$ cat src/rtl/tq_pkg.sv
// Shared types, codec constants and the QP clamp helper for the transform/quant path.
package tq_pkg;

    typedef enum logic [1:0] {
        ST_IDLE = 2'd0,
        ST_CALC = 2'd1,
        ST_DONE = 2'd2
    } tq_state_e;

    localparam int QP_MAX_HEVC = 51;
    localparam int QP_DIV      = 6;

    // Saturates an offset-adjusted QP into [0, max].
    function automatic int qp_clamp(input int sum, input int max);
        if (sum < 0)
            return 0;
        else if (sum > max)
            return max;
        else
            return sum;
    endfunction

endpackage

$ cat src/rtl/tq_qp_divmod_if.sv
// Request/result handshake bundle for the QP divide/modulo unit.
interface tq_qp_divmod_if #(
    parameter int QP_W   = 6,
    parameter int OFS_W  = 5,
    parameter int QOUT_W = 4,
    parameter int ROUT_W = 3
);
    logic                     flush_i;
    logic                     in_valid_i;
    logic                     in_ready_o;
    logic [QP_W-1:0]          qp_i;
    logic signed [OFS_W-1:0]  qp_ofs_i;
    logic                     out_valid_o;
    logic                     out_ready_i;
    logic [QOUT_W-1:0]        div_o;
    logic [ROUT_W-1:0]        mod_o;
    logic                     clamp_o;

    modport master (
        output flush_i, in_valid_i, qp_i, qp_ofs_i, out_ready_i,
        input  in_ready_o, out_valid_o, div_o, mod_o, clamp_o
    );

    modport slave (
        input  flush_i, in_valid_i, qp_i, qp_ofs_i, out_ready_i,
        output in_ready_o, out_valid_o, div_o, mod_o, clamp_o
    );
endinterface

$ cat src/rtl/tq_qp_clamp.sv
// Combinational QP + signed offset with saturation to [0, QP_MAX]; also used by dequant.
module tq_qp_clamp
    import tq_pkg::*;
#(
    parameter int QP_W   = 6,
    parameter int OFS_W  = 5,
    parameter int QP_MAX = QP_MAX_HEVC
) (
    input  logic [QP_W-1:0]         qp,
    input  logic signed [OFS_W-1:0] qp_ofs,
    output logic [QP_W-1:0]         qp_clamped,
    output logic                    clamped
);
    logic signed [QP_W+1:0] sum;
    int                     qp_c;

    always_comb begin
        sum        = $signed({2'b00, qp}) + $signed({{(QP_W+2-OFS_W){qp_ofs[OFS_W-1]}}, qp_ofs});
        qp_c       = qp_clamp(int'(sum), QP_MAX);
        qp_clamped = QP_W'(qp_c);
        clamped    = (qp_c != int'(sum));
    end
endmodule

$ cat src/rtl/tq_qp_divmod.sv
// Serial restoring divider producing clamped_qp / DIV and clamped_qp % DIV, one quotient bit per cycle.
module tq_qp_divmod
    import tq_pkg::*;
#(
    parameter int QP_W   = 6,
    parameter int OFS_W  = 5,
    parameter int DIV    = QP_DIV,
    parameter int QP_MAX = QP_MAX_HEVC,
    parameter int QOUT_W = 4,
    parameter int ROUT_W = $clog2(DIV)
) (
    input  logic           clk,
    input  logic           rst,
    tq_qp_divmod_if.slave  bus
);
    localparam logic [1:0] S_IDLE = 2'(ST_IDLE);
    localparam logic [1:0] S_CALC = 2'(ST_CALC);
    localparam logic [1:0] S_DONE = 2'(ST_DONE);
    localparam int CNT_W = (QP_W > 1) ? $clog2(QP_W) : 1;
    localparam int REM_W = ROUT_W + 1;
    localparam int R_W   = ROUT_W + 2;

    if (DIV < 2 || DIV >= (1 << QP_W)) begin : g_bad_div
        $error("tq_qp_divmod: DIV must satisfy 2 <= DIV < 2**QP_W");
    end
    if (QP_MAX >= (1 << QP_W)) begin : g_bad_max
        $error("tq_qp_divmod: QP_MAX must be below 2**QP_W");
    end
    if ((QP_MAX / DIV) >= (1 << QOUT_W)) begin : g_bad_qout
        $error("tq_qp_divmod: QOUT_W too narrow for QP_MAX/DIV");
    end
    if (OFS_W > QP_W + 2) begin : g_bad_ofs
        $error("tq_qp_divmod: OFS_W must not exceed QP_W+2");
    end

    logic [1:0]         state;
    logic [QP_W-1:0]    dividend;
    logic [REM_W-1:0]   rem;
    logic [QP_W-1:0]    quo;
    logic [CNT_W-1:0]   cnt;
    logic               clamp_flag;
    logic               out_valid;
    logic [QOUT_W-1:0]  div_q;
    logic [ROUT_W-1:0]  mod_q;
    logic               clamp_q;

    logic [QP_W-1:0]    qp_clamped;
    logic               clamp_hit;
    logic [R_W-1:0]     r;
    logic [REM_W-1:0]   rem_nxt;
    logic [QP_W-1:0]    quo_nxt;

    tq_qp_clamp #(
        .QP_W   (QP_W),
        .OFS_W  (OFS_W),
        .QP_MAX (QP_MAX)
    ) u_clamp (
        .qp         (bus.qp_i),
        .qp_ofs     (bus.qp_ofs_i),
        .qp_clamped (qp_clamped),
        .clamped    (clamp_hit)
    );

    // One restoring step: shift in the next dividend bit, subtract if it fits.
    always_comb begin
        r       = {rem, dividend[cnt]};
        quo_nxt = quo;
        if (r >= R_W'(DIV)) begin
            rem_nxt      = REM_W'(r - R_W'(DIV));
            quo_nxt[cnt] = 1'b1;
        end else begin
            rem_nxt      = r[REM_W-1:0];
            quo_nxt[cnt] = 1'b0;
        end
    end

    always_ff @(posedge clk or posedge rst) begin
        if (rst) begin
            state      <= S_IDLE;
            dividend   <= '0;
            rem        <= '0;
            quo        <= '0;
            cnt        <= '0;
            clamp_flag <= 1'b0;
            out_valid  <= 1'b0;
            div_q      <= '0;
            mod_q      <= '0;
            clamp_q    <= 1'b0;
        end else if (bus.flush_i) begin
            state     <= S_IDLE;
            out_valid <= 1'b0;
        end else begin
            case (state)
                S_IDLE: begin
                    if (bus.in_valid_i) begin
                        dividend   <= qp_clamped;
                        clamp_flag <= clamp_hit;
                        rem        <= '0;
                        quo        <= '0;
                        cnt        <= CNT_W'(QP_W - 1);
                        state      <= S_CALC;
                    end
                end
                S_CALC: begin
                    rem <= rem_nxt;
                    quo <= quo_nxt;
                    if (cnt == '0) begin
                        state     <= S_DONE;
                        out_valid <= 1'b1;
                        div_q     <= QOUT_W'(quo_nxt);
                        mod_q     <= ROUT_W'(rem_nxt);
                        clamp_q   <= clamp_flag;
                    end else begin
                        cnt <= cnt - 1'b1;
                    end
                end
                S_DONE: begin
                    if (bus.out_ready_i) begin
                        state     <= S_IDLE;
                        out_valid <= 1'b0;
                    end
                end
                default: state <= S_IDLE;
            endcase
        end
    end

    assign bus.in_ready_o  = (state == S_IDLE);
    assign bus.out_valid_o = out_valid;
    assign bus.div_o       = div_q;
    assign bus.mod_o       = mod_q;
    assign bus.clamp_o     = clamp_q;

    a_valid_hold: assert property (@(posedge clk) disable iff (rst)
        (out_valid && !bus.out_ready_i && !bus.flush_i) |=> out_valid);

    a_divmod_consistent: assert property (@(posedge clk) disable iff (rst)
        out_valid |-> (int'(div_q) * DIV + int'(mod_q) == int'(dividend)));
endmodule

$ cat src/flat_wrapper.sv
// flat-port wrapper written by rule: the top's interface ports become plain ports
module tq_qp_divmod_flat import tq_pkg::*;
#(
    parameter int QP_W   = 6,
    parameter int OFS_W  = 5,
    parameter int DIV    = QP_DIV,
    parameter int QP_MAX = QP_MAX_HEVC,
    parameter int QOUT_W = 4,
    parameter int ROUT_W = $clog2(DIV)
)
  (clk, rst, bus_flush_i, bus_in_valid_i, bus_qp_i, bus_qp_ofs_i, bus_out_ready_i, bus_in_ready_o, bus_out_valid_o, bus_div_o, bus_mod_o, bus_clamp_o);
  tq_qp_divmod_if #(.QP_W(QP_W), .OFS_W(OFS_W), .QOUT_W(QOUT_W), .ROUT_W(ROUT_W)) bus_i ();
  input  logic clk;
  input  logic rst;
  input wire logic [$bits(bus_i.flush_i)-1:0] bus_flush_i;
  input wire logic [$bits(bus_i.in_valid_i)-1:0] bus_in_valid_i;
  input wire logic [$bits(bus_i.qp_i)-1:0] bus_qp_i;
  input wire logic [$bits(bus_i.qp_ofs_i)-1:0] bus_qp_ofs_i;
  input wire logic [$bits(bus_i.out_ready_i)-1:0] bus_out_ready_i;
  output wire logic [$bits(bus_i.in_ready_o)-1:0] bus_in_ready_o;
  output wire logic [$bits(bus_i.out_valid_o)-1:0] bus_out_valid_o;
  output wire logic [$bits(bus_i.div_o)-1:0] bus_div_o;
  output wire logic [$bits(bus_i.mod_o)-1:0] bus_mod_o;
  output wire logic [$bits(bus_i.clamp_o)-1:0] bus_clamp_o;
  assign bus_i.flush_i = bus_flush_i;
  assign bus_i.in_valid_i = bus_in_valid_i;
  assign bus_i.qp_i = bus_qp_i;
  assign bus_i.qp_ofs_i = bus_qp_ofs_i;
  assign bus_i.out_ready_i = bus_out_ready_i;
  assign bus_in_ready_o = bus_i.in_ready_o;
  assign bus_out_valid_o = bus_i.out_valid_o;
  assign bus_div_o = bus_i.div_o;
  assign bus_mod_o = bus_i.mod_o;
  assign bus_clamp_o = bus_i.clamp_o;
  tq_qp_divmod #(.QP_W(QP_W), .OFS_W(OFS_W), .DIV(DIV), .QP_MAX(QP_MAX), .QOUT_W(QOUT_W), .ROUT_W(ROUT_W)) u_core (.clk(clk), .rst(rst), .bus(bus_i));
endmodule
$ cat config.mk
export PLATFORM = sky130hd
export DESIGN_NAME = tq_qp_divmod_flat
export DESIGN_NICKNAME = d
export VERILOG_FILES = /design/src/rtl/tq_pkg.sv /design/src/rtl/tq_qp_divmod_if.sv /design/src/rtl/tq_qp_clamp.sv /design/src/rtl/tq_qp_divmod.sv /design/src/flat_wrapper.sv
export SDC_FILE = /design/constraint.sdc
export NUM_CORES = 1
export LEC_CHECK = 0
export CAP_MARGIN = 20
export CORE_MARGIN = 3
export CORE_UTILIZATION = 55
export CTS_BUF_LIST = sky130_fd_sc_hd__clkbuf_16
export CTS_CLUSTER_DIAMETER = 60
export DETAILED_ROUTE_END_ITERATION = 10
export GPL_TIMING_DRIVEN = 0
export PLACE_DENSITY = 0.88
export SYNTH_ARGS = -nofsm -noshare
export SYNTH_HDL_FRONTEND = slang
export SYNTH_HIERARCHICAL = 1
export SYNTH_SLANG_ARGS = --single-unit
$ cat constraint.sdc
create_clock -name clk -period 6 [get_ports clk]
set_input_delay 1.2 -clock clk [delete_from_list [all_inputs] [get_ports clk]]
set_output_delay 1.2 -clock clk [all_outputs]
set_load 0.01 [all_outputs]
---- Word-level counts from Yosys, hierarchy flattened ----
Cells that the tools add are included.
storage, ports and cells
  register bits ........................... 31
  bits of input ports ..................... 16
  output and inout port bits .............. 10
  logic and storage cells ................. 65
cells by class
  add/sub/neg operators ................... 3
  $lt $le $gt $ge ......................... 5
  equal/unequal tests ..................... 8
  multiplexer cells ....................... 24
  bitwise operators ....................... 4
  reduce and logical (&&, ||, !) cells .... 11
operator list
  cell                                                               count
  two-way mux 32 bit                                                 2
  inequality test 32 x 8 -> 1 bit                                    1
  AND reduction 3 bit                                                5
  two-way mux 6 bit                                                  2
  one-hot mux 6 bit (2 select lines)                                 1
  adder 7 x 5 -> 8 bit                                               1
  greater-than comparator 8 x 7 -> 1 bit, second input constant      1
  < comparator 8 x 1 -> 1 bit, second input constant                 1
  two-way mux 2 bit                                                  4
  two-way mux 4 bit                                                  2
  one-hot mux 4 bit (2 select lines)                                 1
  AND 6 bit                                                          1
  two-way mux 3 bit                                                  2
  inequality test 3 bit, second input constant                       2
  inverter 6 bit                                                     1
  OR 6 bit                                                           1
  one-hot mux 2 bit (3 select lines)                                 1
  one-hot mux 3 bit (2 select lines)                                 1
  greater-or-equal comparator 5 x 3 -> 1 bit, second input constant  1
  two-way mux 1 bit                                                  5
  < comparator 3 x 4 -> 1 bit, second input constant                 1
  inequality test 2 bit, second input constant                       2
  AND reduction 4 bit                                                1
  subtractor 4 x 3 -> 4 bit, second input constant                   1
  14 further kinds                                                   14

---- Depth between registers and ports, before layout ----
Gate-level depths: netlist (run 1).
  depth after elaboration ................. 8
  depth in mapped cells ................... 8
  mapped depth without buffers ............ 8

---- Cells and area by module ----
Netlist (run 1), hierarchy kept.
modules (own cells, without submodules)
  module        times used  cells each  area an instance (um2)  seq. area each (um2)
  tq_qp_divmod  1           154         1,566.5                 725.7
  tq_qp_clamp   1           44          397.9                   0.0

---- Worst setup path after synthesis (run 1) ----
No wires, ideal clock.
  path type ............................... input to register
  from .................................... in bus_qp_i[0]
  to ...................................... reg u_core.clamp_flag
  setup time .............................. 0.125 ns
  data arrival time ....................... 3.117 ns
  required time ........................... 5.875 ns
  setup slack ............................. 2.758 ns
  stages .................................. 8
  path buffers ............................ 0
  cell sequence ........................... ha_1 fa_1 a211oi_2 o21bai_1 a21oi_1 xnor2_1 or3_1 mux2_2
between the ends
  longest elaborated chain between the ends .. 5
  elaborated cells between the ends (all ways) .. 6
  those cells by class .................... add/sub (1); order compare (2); eq/ne (1); mux (2)
RTL lines
  element                                 RTL line            RTL
  from (decl)                             flat_wrapper.sv:17  input wire logic [$bits(bus_i.qp_i)-1:0] bus_qp_i;
  adder 7 x 5 -> 8 bit *                  tq_qp_clamp.sv:18   sum = $signed({2'b00, qp}) + $signed({{(QP_W+2-OFS_W){qp_ofs[OFS_W-1]}}, qp_ofs});
  greater-than comparator 8 x 7 -> 1 bit  tq_pkg.sv:17        else if (sum > max)
  two-way mux 32 bit                      tq_pkg.sv:17
  two-way mux 32 bit                      tq_pkg.sv:15        if (sum < 0)
  inequality test 32 x 8 -> 1 bit *       tq_qp_clamp.sv:21   clamped = (qp_c != int'(sum));
  via u_core.clamp_hit                    tq_qp_divmod.sv:48  logic clamp_hit;
  to (signal assigned)                    tq_qp_divmod.sv:97  clamp_flag <= clamp_hit;
  to (decl)                               tq_qp_divmod.sv:41  logic clamp_flag;
Mark *: on every way through the listed nets, which the timed path passes. The rest lies on a longest branch.
A chain may end at the register's enable or synchronous reset.

---- Final worst setup path (run 1) ----
Same ends and word-level chain as after synthesis.

==> results of run 1 <==
worst paths after layout:
kind	start	end	slack (ns)	depth (start not counted)
max	bus_qp_i[0]	u_core/clamp_flag	2.43	9
max in group asynchronous	rst	u_core/state[0]	4.18	3
min in group asynchronous	rst	u_core/quo[2]	1.32	2
min	u_core/dividend[4]	u_core/dividend[4]	0.50	1
max reg2reg	u_core/cnt[0]	u_core/bus.div_o[1]	3.65	8
min reg2reg	u_core/dividend[4]	u_core/dividend[4]	0.50	1
synthesized netlist by cell type, drive strengths merged (2+ instances only):
cell type / count
a211oi: 3
a21oi: 13
a22oi: 2
a41oi: 7
buf: 5
clkbuf: 4
dfrtp: 29
ha: 10
inv: 8
mux2: 10
mux2i: 3
nand2: 9
nand2b: 2
nand3: 2
nand4: 2
nor2: 24
nor3: 4
nor3b: 3
nor4: 6
nor4b: 2
o21ai: 17
o21bai: 5
o31ai: 2
o41ai: 2
or3: 2
or3b: 2
xnor2: 7
xor2: 2
through the flow:
step / cell area, um^2 / instances
after floorplan: 1960 / 198
after global placement: 2270 / 269
after detailed placement: 2270 / 269
after CTS: 2400 / 276
after global routing: 2430 / 277
final: 2430 / 277
cell usage in the layout, fill, tap and decap left out, types with 2 or more instances in the layout:
cell	instances
nand3_1	2
a41oi_1	6
nand2b_1	2
dfrtp_1	29
xor2_1	2
nor3b_1	3
clkbuf_16	5
nand4_1	2
a21oi_1	12
clkbuf_1	4
o21bai_1	5
ha_1	10
o21ai_0	13
nor4_1	6
nand2_1	8
buf_2	4
clkdlybuf4s50_1	25
nor2_1	22
nor3_1	3
inv_1	9
o21ai_1	4
mux2_2	9
a211oi_2	2
or3b_1	2
xnor2_1	6
a22oi_1	2
o41ai_2	2
mux2i_1	3
sequential cells by signal, indices dropped and copies added, names as in the netlist:
| register | flops |
|---|---|
| u_core/rem | 4 |
| u_core/bus.mod_o | 3 |
| u_core/dividend | 6 |
| u_core/bus.div_o | 4 |
| u_core/bus.out_valid_o | 1 |
| u_core/state | 2 |
| u_core/bus.clamp_o | 1 |
| u_core/clamp_flag | 1 |
| u_core/quo | 4 |
| u_core/cnt | 3 |
final cells by class:
| type | count | share of cell area (%) |
|---|---|---|
| Multi-Input combinational cell | 152 | 47.9 |
| Clock inverter | 2 | 0.309 |
| Clock buffer | 5 | 5.14 |
| Tap cell | 46 | 2.37 |
| Inverter | 8 | 1.23 |
| Buffer | 9 | 1.75 |
| Timing Repair Buffer | 26 | 11.4 |
| Sequential cell | 29 | 29.8 |
cells by family (layout without fill, tap and decap cells):
family                   count (synthesis)  in the layout  share of synthesized area [%]
AND/OR/NAND/NOR                         63             63                           18.3
AO/OA/AOI/OAI                           56             56                           21.8
flip-flops                              29             29                           36.9
buffers and inverters                   17             50                           3.69
multiplexers                            13             13                           7.45
adder cells (fa/ha/maj)                 11             11                           7.39
XOR/XNOR                                 9              9                           4.40
per-layer routing:
layer / wire [um] / part of all wire [%]
met4: 36 / 0.87
met1: 1810 / 44
met3: 198 / 4.8
met5: 0 / 0
met2: 2110 / 51
critical path, cell delays in order:
cell             delay [ns]
clkdlybuf4s50_1        0.40
ha_1                   0.25
fa_1                   0.43
a211oi_2               0.26
o21bai_1               0.10
a21oi_1                0.29
xnor2_1                0.16
or3_1                  0.36
mux2_2                 0.27
report_power, final:
group	switching, mW	internal, mW	leakage [nW]	total, mW
Combinational	0.132	0.124	0.560	0.256
Sequential	0.0272	0.237	0.379	0.264
Clock	0.0767	0.147	0.0685	0.224
==> results.cfg, run 1 <==
[timing]
hold_viol = 0
tightest_slew_ns = 0.732
finalSetupViolCount = 0
fmax_ghz = 0.280
worst_slack_ns = 2.43
skew_ns = 0.00343
fin_crit_sh_pct = 59.4
setup_tns_ns = 0
max_slew_margin_pct = 50.9
slew_viol_final = 0
timing.final.crit_period_ns = 3.57
rsz0062_at_grt = false
hold_slack_ns = 0.500

[yosys]
synth-async-reset-ratio_pct = 100
yosys.area.top_type = dfrtp_1
syn_area_per_cell_um2 = 9.92
synth_cell_types = 53
synth_area_mm2 = 0.00196
netlist_instances = 198
ys_seq_elements = 29
synth_top_area_share_pct = 36.9
yosysSeqAreaShare_pct = 36.9
synth_nets = 225
ys.flop_type = dfrtp_1
synth-edff-count = 0
ys_warn_count = 6
ys_top_cells_by_area = dfrtp_1 (37%), ha_1 (6.4%), mux2_2 (5.2%)

[worst_setup_path]
worstPathRequired_ns = 6.15
startpoint_type = primary input
cp_max_fo = 3
endpoint_kind = flip-flop
critical_path_arrival_ns = 3.72
worstSetupPathType = in2reg

[final_layout]
seq_area_um2 = 726
nFillCells = 240
final_util_pct = 71.8
antenna_cells = 0
synthToLayoutAreaGrowth_pct = 23.8
multi_input_area_mm2 = 0.00117
nets = 258
drive_gt1_share_pct = 16.0

[grt]
grt_start_max_net_pins = 30
grt_pass1_vias = 1543
top_usage_layer = met2
met1_usage_pct = 27.7
grtUsageMet2_pct = 33.8
track_usage_pct = 21.2
grt_pass1_wl_um = 6990
grt_overflow = 0
met3_usage_pct = 5.13
grt_antenna_before_repair = 0

[clocking]
clk_path_buf_depth = 2
hold_buffers = 0
clkSinkCount = 29
post_cts_buffers = 0
postCtsResizedCells = 0
cts_tree = yes
insertion_delay_ns = 0.27
clk_pin_slew_ns = 0.05
numCtsBuffers = 5
htree_levels = 2
clk_root_buffer_cell = clkbuf_16

[run_status]
status = finished, final reports clean

[route]
via_per_inst = 5.85
vias = 1621
drt_wl_total_um = 4160
drtPass1Iterations = 4
drtIter0Drc = 112
postRouteAntennaNets = 0
drc = 0
post_drt_wl_per_cell_um = 15.0

[floorplanning]
die_w_um = 65.8
die_h_um = 65.8
io_pins = 26
rows = 21
coreArea_mm2 = 0.00339
dieArea_mm2 = 0.00432
start_util_pct = 58.0

[placed_design]
place_ws_ns = 2.17
post-dp-hpwl_um = 3000
globalplace.congestion = 0.823
portBuffers = 25

[power_and_ir_drop]
p_leak_nw = 1.01
ir_drop_mv = 0.173
power_density_mw_per_mm2 = 306
total_power_mw = 0.744

[min_path]
hold_path.class = reg2reg

[run]
cap_viol_max_count = 0
(Power assumes the default switching activity.)
==> inputs of run 2 (changes only) <==
CORE_UTILIZATION = 50   (was 55)
PLACE_DENSITY = 0.84   (was 0.88)
clock period = 3.2 ns   (was 6 ns; I/O delays follow)
==> run 2 against run 1 <==
Net effect:
- utilization is 6.1 points lower
- global-route usage decreased by 1.4 points
- die area grew 9.1%
- combinational power is 86% higher
- via count increased by 1.4%
- sequential power grew 89%
- count of clock-buffer cells in the layout did not move
- final area rose by 0.26%
- power rose by 87%
- hold slack improved by 0.0038 ns
- sequential share of layout area down 0.077 points
- register-to-register slack worse by 2.8 ns
- critical endpoint unchanged
- largest cell class unchanged
- largest power group unchanged
==> results.cfg, run 2 (same netlist as run 1, synthesis figures left out) <==
[placed_design]
portBuffers = 25
post-dp-hpwl_um = 3100
dpl_cell_area_mm2 = 0.00227
globalplace.congestion = 0.804
place_ws_ns = -0.116

[route]
drtIter0Drc = 144
drtPass1Iterations = 4
drt_wl_total_um = 4090
vias = 1644
post_drt_wl_per_cell_um = 14.7
via_per_inst = 5.89
drc = 0
postRouteAntennaNets = 0

[timing]
fmax_ghz = 0.334
slew_viol_final = 0
tightest_slew_ns = 0.722
setup_tns_ns = 0
rsz0062_at_grt = false
worst_slack_ns = 0.203
fin_crit_sh_pct = 93.6
finalSetupViolCount = 0
timing.final.crit_period_ns = 3.00
max_slew_margin_pct = 51.6
skew_ns = 0.00662
hold_viol = 0

[power_and_ir_drop]
combPwrFrac_pct = 34.2
p_seq_share_pct = 35.7
power_density_mw_per_mm2 = 571
p_sw_share_pct = 31.5
p_leak_nw = 1.01
power.switching_mw = 0.439
ir_drop_mv = 0.237
p_int_mw = 0.954
clockPowerShare_pct = 30.1

[final_layout]
synthToLayoutAreaGrowth_pct = 24.1
seq_area_um2 = 726
layout_commonest_cell = dfrtp_1
nFillCells = 297
top_register = u_core/dividend
multi_input_area_mm2 = 0.00117
largest_reg_flops = 6
nets = 258
final_cell_mix = dfrtp_1 (29), clkdlybuf4s50_1 (25), nor2_1 (22), o21ai_0 (13), a21oi_1 (11)
fin_area_mm2 = 0.00244
antenna_cells = 0
drive_gt1_share_pct = 16.5

[worst_setup_path]
reg2reg_setup_slack_ns = 0.85
startpoint_type = primary input
endpoint_kind = flip-flop
slowest_stage = fa_1
critical_path_arrival_ns = 3.15
worstSetupPathType = in2reg
rr_worst_depth = 8
worstReg2RegStart = u_core/cnt[0]
path_cells = clkdlybuf4s50_1 > ha_1 > fa_1 > a211oi_2 > o21bai_1 > a21oi_2 > xnor2_1 > or3_1 > mux2_2
worstPathRequired_ns = 3.35
cp_max_fo = 3
startpoint = bus_qp_i[0]
crit_path_max_incr_delay_ns = 0.44

[clocking]
numCtsBuffers = 5
cts_tree = yes
clk_path_buf_depth = 2
insertion_delay_ns = 0.27
clk_pin_slew_ns = 0.04
htree_levels = 2
hold_buffers = 0
clkSinkCount = 29
clk_root_buffer_cell = clkbuf_16

[floorplanning]
die_h_um = 68.7
dieArea_mm2 = 0.00472
coreArea_mm2 = 0.00372
die_w_um = 68.7
start_util_pct = 52.9
io_pins = 26
rows = 22

[min_path]
hold_path.class = reg2reg
worstHoldPathCells = 1
hp-start = u_core/dividend[4]

[grt]
grt_overflow = 0
grt_antenna_before_repair = 0
grt_start_max_net_pins = 30
track_usage_pct = 19.8
grt_pass1_vias = 1570
grt_pass1_wl_um = 6960

[run]
cap_viol_max_count = 0

[run_status]
status = finished, final reports clean
-- run 2: cell counts in the layout (fill, tap and decap cells not counted) --
Identical to the previous run, type by type.
-- run 2: critical path: cells and delay by family --
kind            cells  cell delay, ns
compound gates      3            0.62
mux                 1            0.27
fa+ha+maj           2            0.70
xor+xnor            1            0.13
buf+inv             1            0.41
simple gates        1            0.37
-- run 2: per-layer routing --
layer  GRT usage [%]  vias to the layer above  routed length [um]
met4            9.43                        0                  88
li1                -                      795                   -
met3            4.70                       11                 164
met1            23.1                      805                1710
met2            33.8                       33                2130
met5               0                        -                   0
-- run 2: area by class of cell --
| type | instances | area share (%) |
|---|---|---|
| Clock inverter | 2 | 0.308 |
| Tap cell | 48 | 2.46 |
| Timing Repair Buffer | 26 | 11.4 |
| Buffer | 9 | 1.74 |
| Sequential cell | 29 | 29.8 |
| Inverter | 8 | 1.23 |
| Clock buffer | 5 | 5.13 |
| Multi-Input combinational cell | 152 | 48.0 |
-- run 2: power groups by stage --
stage	combinational (mW)	sequential [mW]	clock, mW
final	0.476	0.498	0.420
after global routing	0.528	0.508	0.447
after CTS	0.469	0.498	0.427
after detailed placement	0.467	0.504	0
after global placement	0.452	0.499	0
after floorplan	0.300	0.507	0
-- run 2: stage by stage --
step                cells  utilization (%)  hold slack [ns]  power, mW
floorplan             198                -            0.475      0.807
global placement      271             61.2            0.484      0.951
detailed placement    271             61.2            0.497      0.971
CTS                   278             64.8            0.507       1.39
global route          279             65.6            0.523       1.48
finish                279             65.6            0.504       1.39
-- run 2: worst paths after layout --
| path | endpoint |
|---|---|
| worst max-delay path | u_core/clamp_flag |
| min in group asynchronous | u_core/bus.div_o[1] |
| max in group asynchronous | u_core/bus.out_valid_o |
| worst max register to register | u_core/bus.div_o[1] |
| worst min register to register | u_core/dividend[4] |
| worst min-delay path | u_core/dividend[4] |
-- run 2: timing repair --
action | in CTS | in global routing
hold endpoints to repair | 0 | 0
resized for setup | 0 | 1
buffers inserted | 0 | 0
setup endpoints to repair | 0 | 1
